File: src/rtl/pipe_pkg.sv
// Shared definitions for the inter-stage pipeline registers: occupancy states,
// default payload constants and performance-counter width.
package pipe_pkg;

   typedef enum logic [1:0] {
      S_EMPTY = 2'd0,
      S_ONE   = 2'd1,
      S_TWO   = 2'd2
   } stage_state_e;

   // Payload presented by an empty stage register after reset or flush.
   localparam logic [31:0] DEFAULT_RESET_PC  = 32'h0000_3000;
   localparam logic [31:0] DEFAULT_NOP_INSTR = 32'h0000_0000;

   localparam int CNT_W = 32;

endpackage : pipe_pkg

File: src/rtl/pipe_sat_cnt.sv
// 32-bit saturating event counter with a synchronous clear.
// Used for the stage-register stall/bubble counters under PIPE_STAGE_PERF_EN.
module pipe_sat_cnt
   import pipe_pkg::*;
(
   input  logic             clk,
   input  logic             reset,
   input  logic             clr,
   input  logic             inc,
   output logic [CNT_W-1:0] count
);

   logic [CNT_W-1:0] cnt_d;
   logic [CNT_W-1:0] cnt_q;

   always_comb begin
      cnt_d = cnt_q;
      if (clr) begin
         cnt_d = '0;
      end else if (inc && (cnt_q != '1)) begin
         cnt_d = cnt_q + 1'b1;
      end
   end

   // NOTE: sequential state uses non-blocking assignments only.
   always_ff @(posedge clk) begin
      if (reset) begin
         cnt_q <= '0;
      end else begin
         cnt_q <= cnt_d;
      end
   end

   assign count = cnt_q;

endmodule : pipe_sat_cnt

File: src/rtl/pipe_stage_reg.sv
// Generic inter-stage pipeline register: valid/ready handshake, flush, one-entry skid.
// Define PIPE_STAGE_PERF_EN to add the stall_cnt/bubble_cnt performance counters.
module pipe_stage_reg
   import pipe_pkg::*;
#(
   parameter int                 PC_W      = 32,
   parameter int                 INSTR_W   = 32,
   parameter int                 SIDE_W    = 1,
   parameter logic [PC_W-1:0]    RESET_PC  = PC_W'(DEFAULT_RESET_PC),
   parameter logic [INSTR_W-1:0] NOP_INSTR = INSTR_W'(DEFAULT_NOP_INSTR)
) (
   input  logic               clk,
   input  logic               reset,
   input  logic               flush,
   input  logic               in_valid,
   output logic               in_ready,
   input  logic [PC_W-1:0]    in_pc,
   input  logic [INSTR_W-1:0] in_instr,
   input  logic [SIDE_W-1:0]  in_side,
   output logic               out_valid,
   input  logic               out_ready,
   output logic [PC_W-1:0]    out_pc,
   output logic [INSTR_W-1:0] out_instr,
   output logic [SIDE_W-1:0]  out_side
`ifdef PIPE_STAGE_PERF_EN
   ,
   output logic [CNT_W-1:0]   stall_cnt,
   output logic [CNT_W-1:0]   bubble_cnt
`endif
);

   localparam int PAY_W = PC_W + INSTR_W + SIDE_W;
   localparam logic [PAY_W-1:0] PAY_RESET = {RESET_PC, NOP_INSTR, {SIDE_W{1'b0}}};

   stage_state_e     state_d,    state_q;
   logic [PAY_W-1:0] main_d,     main_q;
   logic [PAY_W-1:0] skid_d,     skid_q;
   logic             in_ready_d, in_ready_q;

   logic [PAY_W-1:0] in_pay;
   logic             acc;
   logic             con;

   assign in_pay    = {in_pc, in_instr, in_side};
   assign out_valid = (state_q != S_EMPTY);
   assign acc       = in_valid & in_ready_q;
   assign con       = out_valid & out_ready;

   // NOTE: every combinational output gets a default first so no latch is inferred.
   always_comb begin
      state_d = state_q;
      main_d  = main_q;
      skid_d  = skid_q;

      unique case (state_q)
         S_EMPTY: begin
            if (acc) begin
               state_d = S_ONE;
               main_d  = in_pay;
            end
         end
         S_ONE: begin
            if (acc && con) begin
               main_d = in_pay;
            end else if (acc) begin
               state_d = S_TWO;
               skid_d  = in_pay;
            end else if (con) begin
               state_d = S_EMPTY;
               main_d  = PAY_RESET;
            end
         end
         S_TWO: begin
            // in_ready is low here, so only the skid-to-main shift can happen.
            if (con) begin
               state_d = S_ONE;
               main_d  = skid_q;
               skid_d  = PAY_RESET;
            end
         end
         default: begin
            state_d = S_EMPTY;
            main_d  = PAY_RESET;
            skid_d  = PAY_RESET;
         end
      endcase

      if (flush) begin
         state_d = S_EMPTY;
         main_d  = PAY_RESET;
         skid_d  = PAY_RESET;
      end

      // Registered ready: deciding from next state keeps back-pressure off any comb path.
      in_ready_d = (state_d != S_TWO);
   end

   // NOTE: the payload slots are small and observable on out_*, so they are reset too.
   always_ff @(posedge clk) begin
      if (reset) begin
         state_q    <= S_EMPTY;
         main_q     <= PAY_RESET;
         skid_q     <= PAY_RESET;
         in_ready_q <= 1'b1;
      end else begin
         state_q    <= state_d;
         main_q     <= main_d;
         skid_q     <= skid_d;
         in_ready_q <= in_ready_d;
      end
   end

   assign in_ready                      = in_ready_q;
   assign {out_pc, out_instr, out_side} = main_q;

`ifdef PIPE_STAGE_PERF_EN
   pipe_sat_cnt u_stall_cnt (
      .clk   (clk),
      .reset (reset),
      .clr   (1'b0),
      .inc   (out_valid & ~out_ready),
      .count (stall_cnt)
   );

   pipe_sat_cnt u_bubble_cnt (
      .clk   (clk),
      .reset (reset),
      .clr   (1'b0),
      .inc   (~out_valid & out_ready),
      .count (bubble_cnt)
   );
`endif

endmodule : pipe_stage_reg
File: config.mk
export PLATFORM = sky130hd
export DESIGN_NAME = pipe_stage_reg
export DESIGN_NICKNAME = d
export VERILOG_FILES = /design/src/rtl/pipe_pkg.sv /design/src/rtl/pipe_sat_cnt.sv /design/src/rtl/pipe_stage_reg.sv
export SDC_FILE = /design/constraint.sdc
export NUM_CORES = 1
export LEC_CHECK = 0
export BUFFER_PORTS_ARGS = -buffer_cell sky130_fd_sc_hd__buf_4
export CORE_ASPECT_RATIO = 0.75
export CORE_MARGIN = 2
export CORE_UTILIZATION = 55
export DETAILED_ROUTE_END_ITERATION = 12
export PLACE_DENSITY = 0.77
export SETUP_SLACK_MARGIN = 0.5
export SLEW_MARGIN = 20
export SYNTH_ARGS = -nofsm -noshare
export SYNTH_HDL_FRONTEND = slang
export SYNTH_HIERARCHICAL = 1
export SYNTH_SLANG_ARGS = --single-unit
File: constraint.sdc
create_clock -name clk -period 1.9 [get_ports clk]
set_clock_uncertainty 0.05 [all_clocks]
set_input_delay 0.57 -clock clk [delete_from_list [all_inputs] [get_ports clk]]
set_output_delay 0.57 -clock clk [all_outputs]
set_load 0.05 [all_outputs]
==> results of run 1 <==
-- what timing repair did --
item | 4_1_cts
buffers inserted | 62
gates cloned | 23
setup endpoints to repair | 199
pin swaps | 13
gates resized for setup | 215
-- stage by stage --
stage	cells	utilization, %	area (sq um)	hold slack (ps)	setup slack (ps)
floorplan	679	-	6743	391.2	158.0
global placement	912	67.67	7772	404.6	62.33
detailed placement	912	67.67	7772	421.6	-3.686
CTS	1029	89.47	10280	369.0	114.2
-- logic make-up after synthesis --
kind of cell	after synthesis
DFF	133
AOI/OAI and AO/OA	140
muxes	128
and+or+nand+nor	212
buffers and inverters	66
-- Yosys cell counts (all sizes together), types with 2 or more instances --
library cell | number | share of area (%)
dfxtp | 133 | 41
nor2 | 130 | 7.6
mux2i | 128 | 20
a22oi | 63 | 7.4
and2 | 63 | 6.1
o2bb2ai | 63 | 8.6
buf | 40 | 4.1
clkbuf | 25 | 1.5
a21oi | 5 | 0.39
nand2 | 4 | 0.23
nand3b | 4 | 0.47
nor2b | 3 | 0.29
nand2b | 2 | 0.19
o211ai | 2 | 0.31
or2 | 2 | 0.19
==> impl_metrics.toml, run 1 <==
[timing]
endpoint_type = "sequential cell input"
grt-worst-endpoint = "main_q[52]$_SDFFE_PP0P_/D"

[grt]
grt_max_degree = 52
antenna_found_initial = 3

[synthesis]
yosys.area_share.simple_pct = 15.58
synth.area.mux_share_pct = 19.94
ys_types = 32
synth_top_family_by_area = "multiplexers"
ys_seq_area_share_pct = 41.44
synthXorXnorAreaFrac_pct = 0
synth-edff-count = 0
ys_warn_count = 6
synth_ff_type = "dfxtp_1"
avgSynthCellArea_sq_um = 9.462
postSynth.asyncResetShare_pct = 0
synthesis.area_sq_um = 6425
syn_inst = 679
synth_compound_area_share_pct = 17.45
synth_nets = 749
ys_seq_elements = 133
synth-adder-area-share_pct = 0

[clock_network]
htree_levels = 4
clockRootBuffer = "clkbuf_16"
clock-sinks = 133
numCtsBuffers = 17
clockBufferDepth = 2
holdBufCountCts = 0

[floorplanning]
start_util_pct = 55.94
rows = 34
num_io_pins = 137
die_h_um = 97.60
die_x_um = 128.8

[place]
gp_congestion = 0.7825
dp_hpwl_um = 10620
portBuffers = 136

[run_status]
stop_stage = "5_1_grt"
firstError = "[ERROR DPL-0033] detailed placement checks failed during check placement."
status = "stopped before the end"
==> inputs of run 2 (changes only) <==
--- a/config.mk
+++ b/config.mk
@@ -6,12 +6,10 @@
 export NUM_CORES = 1
 export LEC_CHECK = 0
 export BUFFER_PORTS_ARGS = -buffer_cell sky130_fd_sc_hd__buf_4
-export CORE_ASPECT_RATIO = 0.75
 export CORE_MARGIN = 2
-export CORE_UTILIZATION = 55
+export CORE_UTILIZATION = 40
 export DETAILED_ROUTE_END_ITERATION = 12
-export PLACE_DENSITY = 0.77
-export SETUP_SLACK_MARGIN = 0.5
+export PLACE_DENSITY_LB_ADDON = 0.15
 export SLEW_MARGIN = 20
 export SYNTH_ARGS = -nofsm -noshare
 export SYNTH_HDL_FRONTEND = slang
==> run 2 against run 1 <==
  * The run now ends clean
  * Synthesized cell count is the same
  * Area after synthesis stayed put
==> impl_metrics.toml, run 2 <==
[grt]
grt_pass1_wl_um = 26830
antenna_found_initial = 0
track_usage_pct = 20.18
grt_max_degree = 75
first_global_vias = 5193
grt_overflow_total = 0

[worst_setup_path]
critPathSlowestCell = "dfxtp_4"
cp.arrival_ps = 1190
required_ps = 1280
path_cells = "or2_4 -> buf_4"
worstSetupEndpointType = "output port"
startpoint_type = "flop"
cp_max_fo = 2
path_buf_inv = 1
critical_path_class = "reg -> out"
path_delay_family = "flip-flops"
slowest_delay_ps = 340

[detailed_routing]
wirelength_um = 16830
via_per_inst = 5.272
drc = 0
drt_iter0_drc = 319
vias = 5388
ant_nets = 0
dr.pass1.iters = 4
avgRoutedWirePerCell_um = 16.46

[floorplanning]
die_x_um = 130.7
die_h_um = 130.7
num_io_pins = 137
start_util_pct = 40.74
rows = 46
fp.coreArea_sq_um = 15770
die_area_sq_um = 17090

[synthesis]
ys_warn_count = 6
avgSynthCellArea_sq_um = 9.462
ys_seq_area_share_pct = 41.44
ys_seq_elements = 133
synth.most_common_cell = "dfxtp_1"
yosysTopAreaCellShare_pct = 41.44
syn_inst = 679
yosys-top-cells-area = "dfxtp_1 41%, mux2i_1 20%, o2bb2ai_1 8.6%"
synth-edff-count = 0
synth_nets = 749
synth_ff_type = "dfxtp_1"
synth_top_cell_by_area = "dfxtp_1"
synth_commonest_cells = "133 x dfxtp_1, 130 x nor2_1, 128 x mux2i_1"
postSynth.asyncResetShare_pct = 0
ys_types = 32
synthesis.area_sq_um = 6425

[final_layout]
reg.largest.list = "main_q x65, skid_q x65, state_q x2"
final_common_cell = "buf_4"
n_antenna_cell = 0
syn_to_final_growth_pct = 29.09
finalNetCount = 864
final_cell_mix = "151 x buf_4, 131 x dfxtp_1, 130 x nor2_1"
final_cells = 1022
drive_gt1_share_pct = 24.69

[run]
drv_cap = 0

[place]
placedCellCount = 989
portBuffers = 136
dp_hpwl_um = 10840
gp_congestion = 0.7467

[clock_network]
clockBufferDepth = 2
numCtsBuffers = 17
tritoncts = "built"
htree_levels = 4
clockRootBuffer = "clkbuf_16"
cts.clk_slew.worst_paths_ps = 60
clock-sinks = 133
worst_skew_pair.late_latency_ps = 420

[timing]
rsz0062_at_grt = "no"
layout_worst_path_cycle_share_pct = 95.41
max_freq_ghz = 0.5516
finalMaxSlewViolations = 0
setup_viol = 0
slew_headroom_pct = 48.28
min_period_ps = 1813
hold_viol = 0
worst_pin_slew_ps = 775.9
fin_setup_tns_ps = 0

[worst_hold_path]
hp-class = "in -> reg"

[power_and_ir_drop]
leakage_uw = 0.003152
ir_drop_uv = 661.5
powerDensity_nw_per_um2 = 880.5

[run_status]
status = "finished, final reports clean"
-- run 2: cell counts after synthesis --
No cell type changed its count.
-- run 2: report_power, final --
group | leakage, uW | internal, uW | switching, uW
Sequential | 0.00108 | 2850 | 38.3
Clock | 0.000293 | 2070 | 1220
Combinational | 0.00178 | 451 | 673
-- run 2: path summary, 6_finish.rpt --
check / cells past startpoint / to / slack (ps) / start
hold reg to reg: 2 / main_q[46]$_SDFFE_PP1P_ / 420 / main_q[46]$_SDFFE_PP1P_
setup / recovery: 2 / out_valid / 90 / state_q[0]$_SDFF_PP0_
setup reg to reg: 6 / main_q[47]$_SDFFE_PP0P_ / 190 / state_q[0]$_SDFF_PP0_
hold / removal: 3 / skid_q[45]$_SDFFE_PP1P_ / 350 / reset
-- run 2: area by class of cell --
type / count / area (sq um)
Fill cell: 1482 / 7476
Multi-Input combinational cell: 480 / 3436
Sequential cell: 133 / 2670
Timing Repair Buffer: 161 / 1334
Clock buffer: 20 / 446.7
Tap cell: 216 / 270.3
Clock inverter: 11 / 133.9
Inverter: 1 / 3.754
-- run 2: cell families after synthesis --
kind of cell	after synthesis	synth area share, %
muxes	128	19.94
and+or+nand+nor	212	15.58
buffers and inverters	66	5.589
DFF	133	41.44
AOI/OAI and AO/OA	140	17.45
-- run 2: worst min-delay path, cell delays in order --
cell     delay, ps
buf_4           80
nor2_1          80
nand2_1         60
-- run 2: per-stage QoR --
| stage | hold slack, ps | instance area [sq um] | utilization, % | total power [uW] | setup slack, ps |
|---|---|---|---|---|---|
| after floorplan | 391.2 | 6427 | - | 3664 | 19.28 |
| after global placement | 405.5 | 7696 | 48.80 | 4060 | 66.84 |
| after detailed placement | 408.9 | 7696 | 48.80 | 4077 | 37.50 |
| after CTS | 340.0 | 8287 | 52.55 | 7374 | 2.369 |
| after global routing | 365.0 | 8294 | 52.59 | 7609 | 59.92 |
| final | 354.8 | 8294 | 52.59 | 7303 | 87.16 |
-- run 2: metal layers --
metal,global-route usage (%),up-vias,wire [um]
met2,32.51,121,7906
met3,5.130,16,843
li1,-,2654,-
met5,0,-,0
met1,26.67,2597,7887
met4,6.446,0,190
-- run 2: what timing repair did --
item / CTS / global route
endpoints found under the setup margin: 1 / 1
hold buffers: 0 / 0
setup buffers: 1 / 1
gates resized for setup: 1 / 0
Note: power is estimated with default switching activity, not from simulation.
==> inputs of run 3 (changes only) <==
==> constraint.sdc (replaced) <==
create_clock -name clk -period 2.1 [get_ports clk]
set_clock_uncertainty 0.05 [all_clocks]
set_input_delay 0.63 -clock clk [delete_from_list [all_inputs] [get_ports clk]]
set_output_delay 0.63 -clock clk [all_outputs]
set_load 0.05 [all_outputs]
==> run 3 against run 2 <==
  * Register-to-register slack better by 160 ps
  * Global-route usage is 0.41 points lower
  * Largest power group unchanged
  * Hold slack better by 51 ps
  * Critical path type unchanged
==> impl_metrics.toml, run 3 (synthesis gave the netlist of run 2 again) <==
[clock_network]
cts.repair.resized = 0
tritoncts = "built"
worst_skew_pair.late_latency_ps = 420
clockRootBuffer = "clkbuf_16"
htree_levels = 4
clockBufferDepth = 2
post-cts-setup-buffers = 0
numCtsBuffers = 17
holdBufCountCts = 0
cts.clk_slew.worst_paths_ps = 60
clock-sinks = 133

[final_layout]
reg.largest.list = "main_q x65, skid_q x65, state_q x2"
final_cells = 1022
final_cell_mix = "152 x buf_4, 131 x dfxtp_1, 130 x nor2_1"
syn_to_final_growth_pct = 29.45
drive_gt1_share_pct = 24.94
n_antenna_cell = 0
utilization_pct = 52.74
final_common_cell = "buf_4"
finalNetCount = 863

[worst_setup_path]
worstSetupEndpointType = "output port"
rr_worst_depth = 4
setup.worst_path.start = "state_q[1]$_SDFF_PP0_"
rr_startpoint = "state_q[1]$_SDFF_PP0_"
critical_path_class = "reg -> out"
cp.arrival_ps = 1360
cp_max_fo = 19
required_ps = 1420
startpoint_type = "flop"

[detailed_routing]
drc = 0
dr.pass1.iters = 5
via_per_inst = 5.224
drt_iter0_drc = 328
wirelength_um = 16610
ant_nets = 0
avgRoutedWirePerCell_um = 16.25
vias = 5339

[place]
gp_congestion = 0.7344
placedCellCount = 990
dp_hpwl_um = 10890
portBuffers = 136
pre_cts_ws_ps = 137.4

[run]
drv_cap = 0

[timing]
layout_worst_path_cycle_share_pct = 96.99
slew_headroom_pct = 73.25
worst_pin_slew_ps = 401.3
rsz0062_at_grt = "no"
fin_setup_tns_ps = 0
hold_viol = 0
layout_setup_ws_ps = 63.11
setup_viol = 0
max_freq_ghz = 0.4909
min_period_ps = 2037
finalMaxSlewViolations = 0

[floorplanning]
rows = 46
fp.coreArea_sq_um = 15770
die_h_um = 130.7
die_x_um = 130.7
start_util_pct = 40.74
die_area_sq_um = 17090
num_io_pins = 137

[power_and_ir_drop]
leakage_uw = 0.003167
powerDensity_nw_per_um2 = 819.1
ir_drop_uv = 602.7

[worst_hold_path]
hp-class = "in -> reg"
holdPathStages = 3
min_from = "reset"

[grt]
antenna_found_initial = 0
grt_pass1_wl_um = 26440
grt_max_degree = 49
first_global_vias = 5306
grt_overflow_total = 0
track_usage_pct = 19.77

[run_status]
status = "finished, final reports clean"
==> run 3: changes by cell type in the layout (fill, tap and decap cells not counted) <==
| cell | previous run | this run |
|---|---|---|
| or2_4 | 2 | 1 |
| buf_4 | 151 | 152 |
| clkbuf_1 | 2 | 0 |
| clkinv_2 | 7 | 6 |
| dfxtp_4 | 2 | 1 |
| bufinv_16 | 3 | 4 |
| clkbuf_16 | 17 | 18 |
| clkinv_4 | 1 | 2 |
| or2_2 | 0 | 1 |
| dfxtp_2 | 0 | 1 |
| inv_6 | 0 | 1 |
| buf_12 | 10 | 8 |
==> run 3: per-layer routing <==
metal | part of all wire, % | global-route usage, % | vias to the layer above
li1 | - | - | 2657
met1 | 46 | 24.83 | 2546
met2 | 47 | 32.78 | 128
met3 | 5.7 | 5.008 | 8
met4 | 0.75 | 7.572 | 0
met5 | 0 | 0 | -
==> run 3: path summary, 6_finish.rpt <==
path | slack (ps) | to
max | 60 | out_valid
min | 410 | skid_q[46]$_SDFFE_PP1P_
max reg2reg | 350 | in_ready$_SDFF_PP1_
min reg2reg | 430 | skid_q[45]$_SDFFE_PP1P_
==> run 3: layout make-up <==
| cell class | count | area, sq um |
|---|---|---|
| repair buffers | 160 | 1301 |
| flip-flops and latches | 133 | 2668 |
| multi-input cells | 480 | 3433 |
| clock inverters | 13 | 176.4 |
| inverters | 1 | 3.754 |
| fillers | 1487 | 7453 |
| well taps | 216 | 270.3 |
| clock buffers | 19 | 464.2 |
==> run 3: through the flow <==
step                      power [uW]  hold slack [ps]  area [sq um]
after floorplan                 3314            391.2          6425
after global placement          3654            401.9          7676
after detailed placement        3673            413.0          7676
after CTS                       6901            395.8          8317
after global routing            7096            418.2          8317
final                           6813            405.7          8317
==> run 3: power by group <==
part | switching [uW] | internal [uW]
Clock | 1120 | 2080
Sequential | 37.0 | 2580
Combinational | 600 | 397
==> run 3: worst max-delay path: stages (launching register included) <==
cell	delay [ps]
dfxtp_4	430
or2_2	310
buf_4	200
